### config.mk
export PLATFORM = sky130hd
export DESIGN_NAME = ov7670_gray_frame_writer
export DESIGN_NICKNAME = d
export VERILOG_FILES = /design/src/rtl/ov7670_gray_frame_writer.sv
export SDC_FILE = /design/constraint.sdc
export NUM_CORES = 1
export LEC_CHECK = 0
export CAP_MARGIN = 40
export CORE_ASPECT_RATIO = 1.5
export CORE_UTILIZATION = 53
export DETAILED_ROUTE_END_ITERATION = 8
export GPL_ROUTABILITY_DRIVEN = 0
export PLACE_DENSITY = 0.78
export SYNTH_ARGS = -nofsm -noshare
export SYNTH_HDL_FRONTEND = slang
export SYNTH_SLANG_ARGS = --single-unit
export TNS_END_PERCENT = 100
### constraint.sdc
create_clock -name clk -period 2.6 [get_ports clk]
set_input_delay 0.39 -clock clk [delete_from_list [all_inputs] [get_ports clk]]
set_output_delay 0.39 -clock clk [all_outputs]
set_load 0.02 [all_outputs]
### src/rtl/ov7670_gray_frame_writer.sv
// ============================================================================
// Module  : ov7670_gray_frame_writer
// Brief   : RGB565 pixel stream -> 8-bit luma frame buffer writer with frame
//           arming, discontinuity drop and ready/ack handshake.
//           Optional macro BINARIZE_EN: output 8'hFF/8'h00 against BIN_THRESHOLD.
// Revision: 1.0 - initial release
// ============================================================================
`default_nettype none

module ov7670_gray_frame_writer #(
  parameter int IMG_WIDTH     = 320,
  parameter int IMG_HEIGHT    = 240,
  parameter int ADDR_WIDTH    = $clog2(IMG_WIDTH*IMG_HEIGHT),
  parameter int BIN_THRESHOLD = 128
) (
  input  logic                  clk,
  input  logic                  reset,
  input  logic                  in_we,
  input  logic [ADDR_WIDTH-1:0] in_addr,
  input  logic [15:0]           in_data,
  input  logic                  frame_ack,
  output logic                  gray_we,
  output logic [ADDR_WIDTH-1:0] gray_addr,
  output logic [7:0]            gray_data,
  output logic                  frame_ready,
  output logic [7:0]            frame_cnt,
  output logic                  pix_err
);

  localparam logic [ADDR_WIDTH-1:0] c_one  = ADDR_WIDTH'(1);
  localparam logic [ADDR_WIDTH-1:0] c_last = ADDR_WIDTH'(IMG_WIDTH*IMG_HEIGHT-1);

  typedef enum logic [1:0] {
    ST_ARMED   = 2'd0,
    ST_CAPTURE = 2'd1,
    ST_READY   = 2'd2
  } state_t;

  state_t                r_state;
  logic [ADDR_WIDTH-1:0] r_expected;
  logic                  w_accept;

  logic [7:0]            w_r8, w_g8, w_b8;
  logic                  r_s1_valid;
  logic [ADDR_WIDTH-1:0] r_s1_addr;
  logic [15:0]           r_s1_pr, r_s1_pg, r_s1_pb;
  logic [16:0]           w_sum;
  logic [8:0]            w_y;
  logic [7:0]            w_gray;

  // Restart on address 0 is accepted mid-capture as well as in ARMED.
  always_comb begin
    w_accept = 1'b0;
    case (r_state)
      ST_ARMED:   w_accept = in_we && (in_addr == '0);
      ST_CAPTURE: w_accept = in_we && ((in_addr == r_expected) || (in_addr == '0));
      default:    w_accept = 1'b0;
    endcase
  end

  always_ff @(posedge clk or negedge reset) begin
    if (!reset) begin
      r_state    <= ST_ARMED;
      r_expected <= '0;
      frame_cnt  <= 8'd0;
      pix_err    <= 1'b0;
    end else begin
      pix_err <= 1'b0;
      case (r_state)
        ST_ARMED: begin
          if (in_we && (in_addr == '0)) begin
            r_expected <= c_one;
            r_state    <= ST_CAPTURE;
          end
        end
        ST_CAPTURE: begin
          if (in_we) begin
            if (in_addr == r_expected) begin
              r_expected <= r_expected + c_one;
              if (in_addr == c_last) begin
                r_state   <= ST_READY;
                frame_cnt <= frame_cnt + 8'd1;
              end
            end else if (in_addr == '0) begin
              r_expected <= c_one;
              pix_err    <= 1'b1;
            end else begin
              r_expected <= '0;
              pix_err    <= 1'b1;
              r_state    <= ST_ARMED;
            end
          end
        end
        ST_READY: begin
          if (frame_ack) begin
            r_expected <= '0;
            r_state    <= ST_ARMED;
          end
        end
        default: r_state <= ST_ARMED;
      endcase
    end
  end

  assign w_r8 = {in_data[15:11], in_data[15:13]};
  assign w_g8 = {in_data[10:5],  in_data[10:9]};
  assign w_b8 = {in_data[4:0],   in_data[4:2]};

  assign w_sum = {1'b0, r_s1_pr} + {1'b0, r_s1_pg} + {1'b0, r_s1_pb};
  assign w_y   = 9'(w_sum >> 8);

`ifdef BINARIZE_EN
  assign w_gray = (w_y >= 9'(BIN_THRESHOLD)) ? 8'hFF : 8'h00;
`else
  // Coefficients sum to 256, so w_y never exceeds 255; the clamp is defensive.
  assign w_gray = w_y[8] ? 8'hFF : w_y[7:0];
`endif

  always_ff @(posedge clk or negedge reset) begin
    if (!reset) begin
      r_s1_valid <= 1'b0;
      r_s1_addr  <= '0;
      r_s1_pr    <= 16'd0;
      r_s1_pg    <= 16'd0;
      r_s1_pb    <= 16'd0;
      gray_we    <= 1'b0;
      gray_addr  <= '0;
      gray_data  <= 8'd0;
    end else begin
      r_s1_valid <= w_accept;
      r_s1_addr  <= in_addr;
      r_s1_pr    <= {8'd0, w_r8} * 16'd77;
      r_s1_pg    <= {8'd0, w_g8} * 16'd150;
      r_s1_pb    <= {8'd0, w_b8} * 16'd29;
      gray_we    <= r_s1_valid;
      gray_addr  <= r_s1_addr;
      gray_data  <= w_gray;
    end
  end

  assign frame_ready = (r_state == ST_READY) && !r_s1_valid && !gray_we;

endmodule

`default_nettype wire

==> results of run 1 <==
## sequential cells by signal, indices dropped and copies added, names as in the netlist, 2 cells and up
register	cells
r_state	2
r_s1_pg	15
r_s1_addr	17
r_s1_pr	15
gray_data	8
gray_addr	17
frame_cnt	8
r_expected	17
r_s1_pb	13
## critical path, cell delays in order
cell and delay, ns:
buf_8 0.11, ha_4 0.24, ha_4 0.26, inv_2 0.03
fa_1 0.50, inv_2 0.04, fa_1 0.56, ha_4 0.23
buf_6 0.12, a311o_1 0.34, a21oi_2 0.23, o211ai_1 0.12
a21o_1 0.21
## repair_timing
| item | CTS | global route |
|---|---|---|
| endpoints found under the setup margin | 33 | 33 |
| hold buffers | 1 | 0 |
| pin swaps | 71 | 56 |
| buffers inserted | 11 | 11 |
| endpoints found under the hold margin | 17 | 0 |
| resized for setup | 142 | 70 |
## power groups by stage
stage | logic (mW) | clock network [mW] | registers, mW
5_1_grt | 8.64 | 2.36 | 2.49
2_1_floorplan | 3.37 | 0 | 2.47
3_5_place_dp | 5.48 | 0 | 2.45
3_3_place_gp | 5.22 | 0 | 2.44
4_1_cts | 6.31 | 2.26 | 2.42
6_report | 8.19 | 2.26 | 2.47
## worst max-delay path by stage
stage | depth (start not counted) | endpoint | slack, ns | startpoint
finish | 13 | r_s1_pr[14] | -0.47 | in_data[12]
global placement | 13 | r_s1_pr[12] | -1.18 | in_data[12]
detailed placement | 14 | r_s1_pg[14] | -1.26 | in_data[8]
global route | 14 | r_s1_pg[14] | -0.56 | in_data[8]
CTS | 13 | r_s1_pr[12] | -0.43 | in_data[13]
floorplan | 12 | r_s1_pr[12] | -0.58 | in_data[12]
## synth_stat cells (3+ instances only)
| cell | n |
|---|---|
| a211oi_1 | 4 |
| a21boi_0 | 3 |
| a21o_1 | 14 |
| a21oi_1 | 25 |
| a22o_1 | 7 |
| a31oi_1 | 4 |
| a41o_1 | 3 |
| and2_1 | 7 |
| and3_1 | 9 |
| and4_1 | 3 |
| buf_2 | 3 |
| clkbuf_1 | 4 |
| dfrtp_1 | 115 |
| fa_1 | 37 |
| ha_1 | 118 |
| inv_1 | 85 |
| nand2_1 | 33 |
| nand3_1 | 19 |
| nand4_1 | 10 |
| nor2_1 | 30 |
| nor2b_1 | 7 |
| nor3_1 | 16 |
| nor4_1 | 4 |
| o211ai_1 | 7 |
| o21a_1 | 3 |
| o21ai_0 | 20 |
| o21bai_1 | 4 |
| o221ai_1 | 4 |
| o311ai_0 | 3 |
| or3_1 | 8 |
| or4_1 | 7 |
| xnor2_1 | 21 |
| xor2_1 | 31 |
## cells by family after synthesis
| group | after synthesis |
|---|---|
| XOR/XNOR | 52 |
| buffers and inverters | 92 |
| multiplexers | 4 |
| adder cells (fa/ha/maj) | 155 |
| AO/OA/AOI/OAI | 117 |
| flip-flops | 115 |
| AND/OR/NAND/NOR | 163 |
## final cells by class
class / instances / share of cell area (%)
clock buffer: 17 / 3.79
clock inverter: 15 / 1.29
inverter: 85 / 2.89
multi-input combinational: 491 / 47.0
sequential: 115 / 25.6
tap: 192 / 2.14
timing repair buffer: 226 / 17.2
## routing by layer
metal	global-route usage [%]	part of all wire, %	wire length (um)
met1	28.2	33	8260
met2	56.9	52	12900
met3	6.75	6.0	1510
met4	19.6	8.9	2210
met5	0	0	0
==> flow_metrics.py, run 1 <==
metrics = {
    "global_route": {
        "grt_max_degree": 63,
        "antenna_found_initial": 0,
        "grt_pass1_vias": 7131,
        "grt_usage_pct": 30.0,
        "overflow": 0,
        "grt_first_pass_wirelength_mm": 33.9,
    },
    "power": {
        "finalPower_mw": 12.9,
        "pwr_density_cell_mw_per_mm2": 1150,
        "power.share.sequential_pct": 19.1,
        "power.leakage_nw": 5.36,
        "intPower_mw": 7.49,
        "comb_power_share_pct": 63.4,
        "swShare_pct": 42.0,
        "p_clk_share_pct": 17.5,
        "vdd_drop_max_uv": 956,
        "p_switching_mw": 5.43,
    },
    "worst_setup_path": {
        "r2r_end": "gray_data[4]",
        "crit_fanout": 3,
        "cp-end-kind": "flip-flop",
        "worstSetupStartpointType": "primary input",
        "critPathRequiredTime_ns": 2.91,
        "cp.arrival_ns": 3.38,
        "rrSetupSlack_ns": -0.30,
        "reg2reg_depth": 11,
        "criticalPathCategory": "in -> reg",
        "r2r_start": "r_s1_pg[4]",
    },
    "sta": {
        "drv_slew": 0,
        "hold_viol_final": 0,
        "setup_viol": 27,
        "rsz0062_at_grt": "true",
        "holdWs_ns": 0.244,
        "setup_tns_ns": -6.70,
        "min_period_ns": 3.07,
        "fmax_mhz": 325,
        "fin_crit_sh_pct": 118,
        "setup_slack_ns": -0.473,
        "worst_pin_slew_ns": 0.662,
        "fin_worst_skew_ns": 0.00756,
        "slew_headroom_pct": 54.7,
    },
    "placed_design": {
        "place_area_mm2": 0.00974,
        "hpwl_mm": 14.0,
        "portBuffers": 72,
        "preCtsSetupSlack_ns": -1.26,
        "dp.cells": 1091,
    },
    "finish": {
        "n_antenna_cell": 0,
        "fin_util_pct": 80.2,
        "drive_gt1_share_pct": 34.5,
        "final_area_mm2": 0.0112,
        "seqCellArea_mm2": 0.00288,
        "final_cell_mix": "buf_4 (142), dfrtp_1 (115), ha_1 (81)",
        "fin_cells": 1141,
        "syn2layout_area_growth_pct": 47.4,
        "nets": 1128,
        "multiInputGateArea_mm2": 0.00528,
        "final_common_cell": "buf_4",
        "fillCellCount": 691,
    },
    "synthesis": {
        "synthAdderAreaFrac_pct": 29.1,
        "syn_avg_cell_area_um2": 10.9,
        "synth_area_leaders": "dfrtp_1 (38%), ha_1 (19%), fa_1 (9.7%)",
        "synth_compound_area_share_pct": 10.6,
        "synth-seq-cells": 115,
        "yosys_most_used_dff": "dfrtp_1",
        "ys_seq_area_share_pct": 37.8,
        "syn_area_mm2": 0.00762,
        "synth_xor_area_share_pct": 5.98,
        "ys_warn_count": 0,
        "synth_top_area_cell": "dfrtp_1",
        "synth.distinct_cells": 54,
        "synthArstFlopShare_pct": 100,
        "syn_inst": 698,
        "synth_top_area_share_pct": 37.8,
        "synth_edf_count": 0,
        "synth_fp_nets": 890,
        "synth_top_family_by_area": "adder cells",
        "muxShareOfSynthArea_pct": 0.559,
        "synth-simple-area-share_pct": 11.4,
    },
    "die": {
        "dieArea_mm2": 0.0149,
        "die_y_um": 149,
        "io_pins": 73,
        "num_rows": 53,
        "coreArea_mm2": 0.0140,
        "start_util_pct": 54.4,
        "die_w_um": 99.9,
    },
    "min_path": {
        "min_to": "r_s1_pb[1]",
        "min_path_type": "in -> reg",
        "min_from": "in_data[3]",
        "hold_depth": 2,
    },
    "status": {
        "status": "finished with violations",
        "violations": "setup timing",
    },
    "clock_network": {
        "clk_latency_ns": 0.42,
        "cts.sinks": 115,
        "cts_tree": "built",
        "htreeDepth": 4,
        "clk_path_buf_depth": 2,
        "cts-root-buf": "clkbuf_16",
        "clk_pin_slew_worst_paths_ns": 0.06,
        "cts_buffers": 17,
    },
    "routing": {
        "wl_mm": 24.9,
        "drt-wirelength-per-cell_um": 21.8,
        "ant_nets": 0,
        "routed_via_density": 6.00,
        "drt_iter0_markers": 460,
        "drc": 0,
        "vias": 6847,
        "dr.pass1.iters": 7,
    },
    "job": {
        "cap_viol_max_count": 0,
    },
}
(Power assumes the default switching activity.)
==> run 2, diff against run 1 <==
--- a/config.mk
+++ b/config.mk
@@ -8,9 +8,11 @@
 export CAP_MARGIN = 40
 export CORE_ASPECT_RATIO = 1.5
 export CORE_UTILIZATION = 53
+export CTS_CLUSTER_SIZE = 40
 export DETAILED_ROUTE_END_ITERATION = 8
+export DONT_BUFFER_PORTS = 1
 export GPL_ROUTABILITY_DRIVEN = 0
-export PLACE_DENSITY = 0.78
+export PLACE_DENSITY = 0.71
 export SYNTH_ARGS = -nofsm -noshare
 export SYNTH_HDL_FRONTEND = slang
 export SYNTH_SLANG_ARGS = --single-unit
==> flow_metrics.py, run 2 (synthesized netlist as in run 1, its figures left out) <==
metrics = {
    "status": {
        "status": "finished with violations",
        "violations": "hold timing, setup timing",
    },
    "finish": {
        "reg.largest.list": "gray_addr: 17 flops, r_expected: 17 flops, r_s1_addr: 17 flops",
        "n_antenna_cell": 0,
        "seqCellArea_mm2": 0.00288,
        "fillCellCount": 970,
        "final_common_cell": "dfrtp_1",
        "nets": 998,
        "final_area_mm2": 0.00961,
        "syn2layout_area_growth_pct": 26.2,
        "drive_gt1_share_pct": 22.7,
        "final_cell_mix": "dfrtp_1 (115), ha_1 (103), inv_1 (74)",
        "multiInputGateArea_mm2": 0.00481,
    },
    "clock_network": {
        "cts-root-buf": "clkbuf_16",
        "clk_path_buf_depth": 2,
        "clk_pin_slew_worst_paths_ns": 0.06,
        "cts.sinks": 115,
        "cts_buffers": 17,
        "cts_tree": "built",
        "htreeDepth": 4,
        "clk_latency_ns": 0.42,
    },
    "sta": {
        "rsz0062_at_grt": "true",
        "hold_viol_final": 115,
        "drv_slew": 0,
        "fmax_mhz": 348,
        "setup_slack_ns": -0.273,
        "holdWs_ns": -0.339,
        "fin_worst_skew_ns": 0.00987,
        "setup_tns_ns": -1.53,
        "slew_headroom_pct": 54.1,
        "min_period_ns": 2.87,
        "worst_pin_slew_ns": 0.687,
        "setup_viol": 12,
        "fin_crit_sh_pct": 110,
    },
    "global_route": {
        "grt_max_degree": 116,
        "grt_pass1_vias": 6031,
        "overflow": 0,
        "grt_usage_pct": 24.0,
        "grt_first_pass_wirelength_mm": 27.5,
        "antenna_found_initial": 0,
    },
    "worst_setup_path": {
        "worstSetupStartpointType": "primary input",
        "criticalPathCategory": "in -> reg",
        "crit_fanout": 4,
        "critPathRequiredTime_ns": 2.88,
        "cp-end-kind": "flip-flop",
        "cp.arrival_ns": 3.16,
    },
    "die": {
        "num_rows": 53,
        "dieArea_mm2": 0.0149,
        "die_y_um": 149,
        "die_w_um": 99.9,
        "coreArea_mm2": 0.0140,
        "start_util_pct": 54.4,
        "io_pins": 73,
    },
    "routing": {
        "drt-wirelength-per-cell_um": 17.1,
        "routed_via_density": 5.61,
        "wl_mm": 17.3,
        "vias": 5671,
        "drt_iter0_markers": 224,
        "ant_nets": 0,
        "dr.pass1.iters": 4,
        "drc": 0,
    },
    "placed_design": {
        "portBuffers": 0,
        "hpwl_mm": 12.6,
        "place_area_mm2": 0.00852,
    },
    "min_path": {
        "min_path_type": "in -> async",
    },
    "power": {
        "power.leakage_nw": 4.67,
        "pwr_density_cell_mw_per_mm2": 1140,
        "vdd_drop_max_uv": 704,
    },
    "job": {
        "cap_viol_max_count": 0,
    },
}
[run 2: cell types whose count changed in the layout (fill, tap and decap cells not counted), moves of 5 or more]
cell,change
buf_6,-11
ha_1,+22
inv_2,-8
clkdlybuf4s50_1,-55
inv_1,+9
ha_4,-23
buf_4,-73
dlygate4sd3_1,+21
inv_6,-6
buf_8,-5
[run 2: worst paths after layout]
kind                         startpoint            end  slack, ns  cells past startpoint
max                          in_data[7]    r_s1_pg[14]      -0.27                     13
min                               reset  gray_addr[11]      -0.34                      0
max reg2reg                  r_s1_pr[4]   gray_data[1]       0.01                     11
min reg2reg                r_s1_addr[7]   gray_addr[7]       0.34                      0
max in group asynchronous         reset     r_s1_pg[9]       2.75                      0
min in group clk            in_data[10]     r_s1_pg[2]       0.10                      1
[run 2: power by group]
part           switching, mW  internal [mW]
logic                   3.01           3.20
clock network          0.854           1.32
registers              0.339           2.20
[run 2: area by class of cell]
| cell class | instances | share of cell area [%] |
|---|---|---|
| clock inverters | 14 | 1.38 |
| well taps | 192 | 2.50 |
| inverters | 85 | 3.32 |
| repair buffers | 96 | 8.36 |
| flip-flops and latches | 115 | 29.9 |
| multi-input cells | 491 | 50.0 |
| clock buffers | 18 | 4.46 |
[run 2: layer usage]
layer  vias up  part of all wire (%)  global-route usage (%)
met1      2805                    35                    22.5
met5         -                     0                       0
li1       2669                     -                       -
met3        53                   3.1                    4.59
met2       144                    58                    48.1
met4         0                   3.7                    11.9
[run 2: what timing repair did]
| item | in CTS | in global routing |
|---|---|---|
| pin swaps | 26 | 28 |
| setup endpoints to repair | 24 | 28 |
| hold buffers | 15 | 7 |
| gates resized for setup | 26 | 33 |
| buffers inserted | 6 | 2 |
| endpoints found under the hold margin | 130 | 122 |
[run 2: critical path, cell delays in order]
cell and delay [ns]:
ha_4 0.22, ha_4 0.26, inv_2 0.03, fa_1 0.44, fa_1 0.51, inv_2 0.05
ha_4 0.21, o21a_1 0.19, o21ai_2 0.22, a21boi_2 0.13, o311ai_4 0.10, mux2i_1 0.25
o2111ai_1 0.14
[run 2: stage by stage]
step | setup WS (ns) | power [mW] | utilization, % | hold slack [ns] | cells
detailed placement | -0.682 | 7.68 | 60.9 | 0.0965 | 951
global route | -0.315 | 11.7 | 68.7 | -0.349 | 1011
global placement | -0.631 | 7.46 | 60.9 | 0.0963 | 951
finish | -0.273 | 10.9 | 68.7 | -0.339 | 1011
floorplan | -0.580 | 5.85 | - | 0.0944 | 698
CTS | -0.235 | 10.4 | 67.1 | -0.340 | 1004
==> run 3, diff against run 2 <==
--- a/config.mk
+++ b/config.mk
@@ -8,11 +8,12 @@
 export CAP_MARGIN = 40
 export CORE_ASPECT_RATIO = 1.5
 export CORE_UTILIZATION = 53
+export CTS_BUF_LIST = sky130_fd_sc_hd__clkbuf_2 sky130_fd_sc_hd__clkbuf_4 sky130_fd_sc_hd__clkbuf_8
 export CTS_CLUSTER_SIZE = 40
 export DETAILED_ROUTE_END_ITERATION = 8
 export DONT_BUFFER_PORTS = 1
 export GPL_ROUTABILITY_DRIVEN = 0
-export PLACE_DENSITY = 0.71
+export PLACE_DENSITY = 0.68
 export SYNTH_ARGS = -nofsm -noshare
 export SYNTH_HDL_FRONTEND = slang
 export SYNTH_SLANG_ARGS = --single-unit
==> constraint.sdc (replaced) <==
create_clock -name clk -period 3.6 [get_ports clk]
set_input_delay 0.54 -clock clk [delete_from_list [all_inputs] [get_ports clk]]
set_output_delay 0.54 -clock clk [all_outputs]
set_load 0.02 [all_outputs]
==> flow_metrics.py, run 3 (synthesized netlist as in run 1, its figures left out) <==
metrics = {
    "status": {
        "status": "finished, final reports clean",
    },
    "clock_network": {
        "cts.sinks": 115,
        "htreeDepth": 4,
        "clk_pin_slew_worst_paths_ns": 0.07,
        "clk_latency_ns": 0.43,
        "cts-root-buf": "clkbuf_8",
        "clk_path_buf_depth": 2,
        "cts_buffers": 17,
        "cts_tree": "built",
    },
    "sta": {
        "hold_viol_final": 0,
        "setup_viol": 0,
        "fin_worst_skew_ns": 0.0135,
        "fmax_mhz": 303,
        "fin_crit_sh_pct": 91.6,
        "slew_headroom_pct": 41.2,
        "drv_slew": 0,
        "min_period_ns": 3.30,
        "worst_pin_slew_ns": 0.871,
        "rsz0062_at_grt": "false",
    },
    "routing": {
        "drt-wirelength-per-cell_um": 16.4,
        "dr.pass1.iters": 5,
        "vias": 5236,
        "ant_nets": 0,
        "drc": 0,
        "drt_iter0_markers": 237,
        "wl_mm": 15.2,
        "routed_via_density": 5.67,
    },
    "global_route": {
        "grt_max_degree": 116,
        "overflow": 0,
        "antenna_found_initial": 0,
        "grt_first_pass_wirelength_mm": 25.8,
        "grt_pass1_vias": 5620,
        "grt_usage_pct": 22.4,
    },
    "finish": {
        "seqCellArea_mm2": 0.00288,
        "fillCellCount": 1124,
        "reg.largest.list": "gray_addr: 17 flops, r_expected: 17 flops, r_s1_addr: 17 flops",
        "drive_gt1_share_pct": 6.70,
        "multiInputGateArea_mm2": 0.00439,
        "final_cell_mix": "ha_1 (118), dfrtp_1 (115), inv_1 (85)",
        "fin_cells": 923,
        "n_antenna_cell": 0,
        "syn2layout_area_growth_pct": 8.58,
        "final_area_mm2": 0.00827,
        "final_common_cell": "ha_1",
        "nets": 910,
    },
    "worst_setup_path": {
        "worstSetupStartpointType": "primary input",
        "cp.arrival_ns": 3.61,
        "critPathRequiredTime_ns": 3.91,
        "criticalPathCategory": "in -> reg",
        "reg2reg_depth": 10,
        "rrSetupSlack_ns": 0.39,
        "r2r_start": "r_s1_pg[3]",
        "cp-end-kind": "flip-flop",
        "crit_fanout": 4,
        "r2r_end": "gray_data[0]",
    },
    "die": {
        "num_rows": 53,
        "start_util_pct": 54.4,
        "io_pins": 73,
        "dieArea_mm2": 0.0149,
        "die_y_um": 149,
        "die_w_um": 99.9,
        "coreArea_mm2": 0.0140,
    },
    "placed_design": {
        "dp.cells": 890,
        "portBuffers": 0,
        "place_area_mm2": 0.00788,
        "hpwl_mm": 12.1,
    },
    "min_path": {
        "min_path_type": "in -> async",
    },
    "power": {
        "pwr_density_cell_mw_per_mm2": 722,
        "vdd_drop_max_uv": 369,
        "finalPower_mw": 5.97,
        "power.leakage_nw": 4.12,
    },
    "job": {
        "cap_viol_max_count": 0,
    },
}
==> run 3: cell count changes in the layout (fill, tap and decap cells not counted), sizes merged <==
cell / previous run / this run
buf: 74 / 8
clkbuf: 18 / 22
clkinv: 8 / 5
clkinvlp: 3 / 4
dlygate4sd3: 22 / 0
inv: 87 / 85
==> run 3: worst max path at each step <==
stage                startpoint          end  slack (ns)
finish              in_data[12]  r_s1_pr[12]        0.30
global route        in_data[12]  r_s1_pr[13]         0.1
CTS                  in_data[7]  r_s1_pg[14]        0.29
detailed placement   in_data[7]  r_s1_pg[14]       -0.15
global placement    in_data[12]  r_s1_pr[12]       -0.07
floorplan            in_data[7]  r_s1_pg[14]       0.002
==> run 3: power breakdown <==
group	internal [mW]	switching, mW
clock network	0.586	0.518
logic	1.35	1.69
registers	1.59	0.232
==> run 3: what timing repair did <==
item / in CTS / in global routing
buffers inserted: 0 / 0
hold buffers: 1 / 0
gates resized for setup: 0 / 1
setup endpoints to repair: 0 / 1
hold endpoints to repair: 115 / 0
==> run 3: cell type report <==
class,count,share of cell area (%)
multi-input cells,491,53.1
clock inverters,10,1.03
repair buffers,8,0.968
flip-flops and latches,115,34.8
well taps,192,2.91
inverters,85,3.86
clock buffers,22,3.36
==> run 3: worst max-delay path, stage by stage <==
cell,delay [ns]
ha_1,0.28
ha_1,0.28
inv_1,0.05
fa_1,0.53
inv_1,0.06
fa_1,0.45
ha_1,0.32
and2_1,0.14
a311o_1,0.35
a21oi_1,0.29
o211ai_1,0.16
xor2_1,0.16
==> run 3: per-layer routing <==
metal,up-vias,wire [um],track usage [%]
met4,0,669,13.2
met3,33,661,4.36
met1,2571,5400,22.4
met5,-,0,0
met2,146,8420,42.2
li1,2486,-,-
==> run 3: per-stage QoR <==
stage          hold WS (ns)  util (%)  worst slack (ns)  TNS, ns
2_1_floorplan         0.244         -           0.00193        0
3_3_place_gp          0.247      56.3           -0.0653   -0.233
3_5_place_dp          0.247      56.3            -0.146   -0.624
4_1_cts              0.0599      59.1             0.294        0
5_1_grt              0.0862      59.1            0.0991        0
6_report             0.0304      59.1             0.303        0
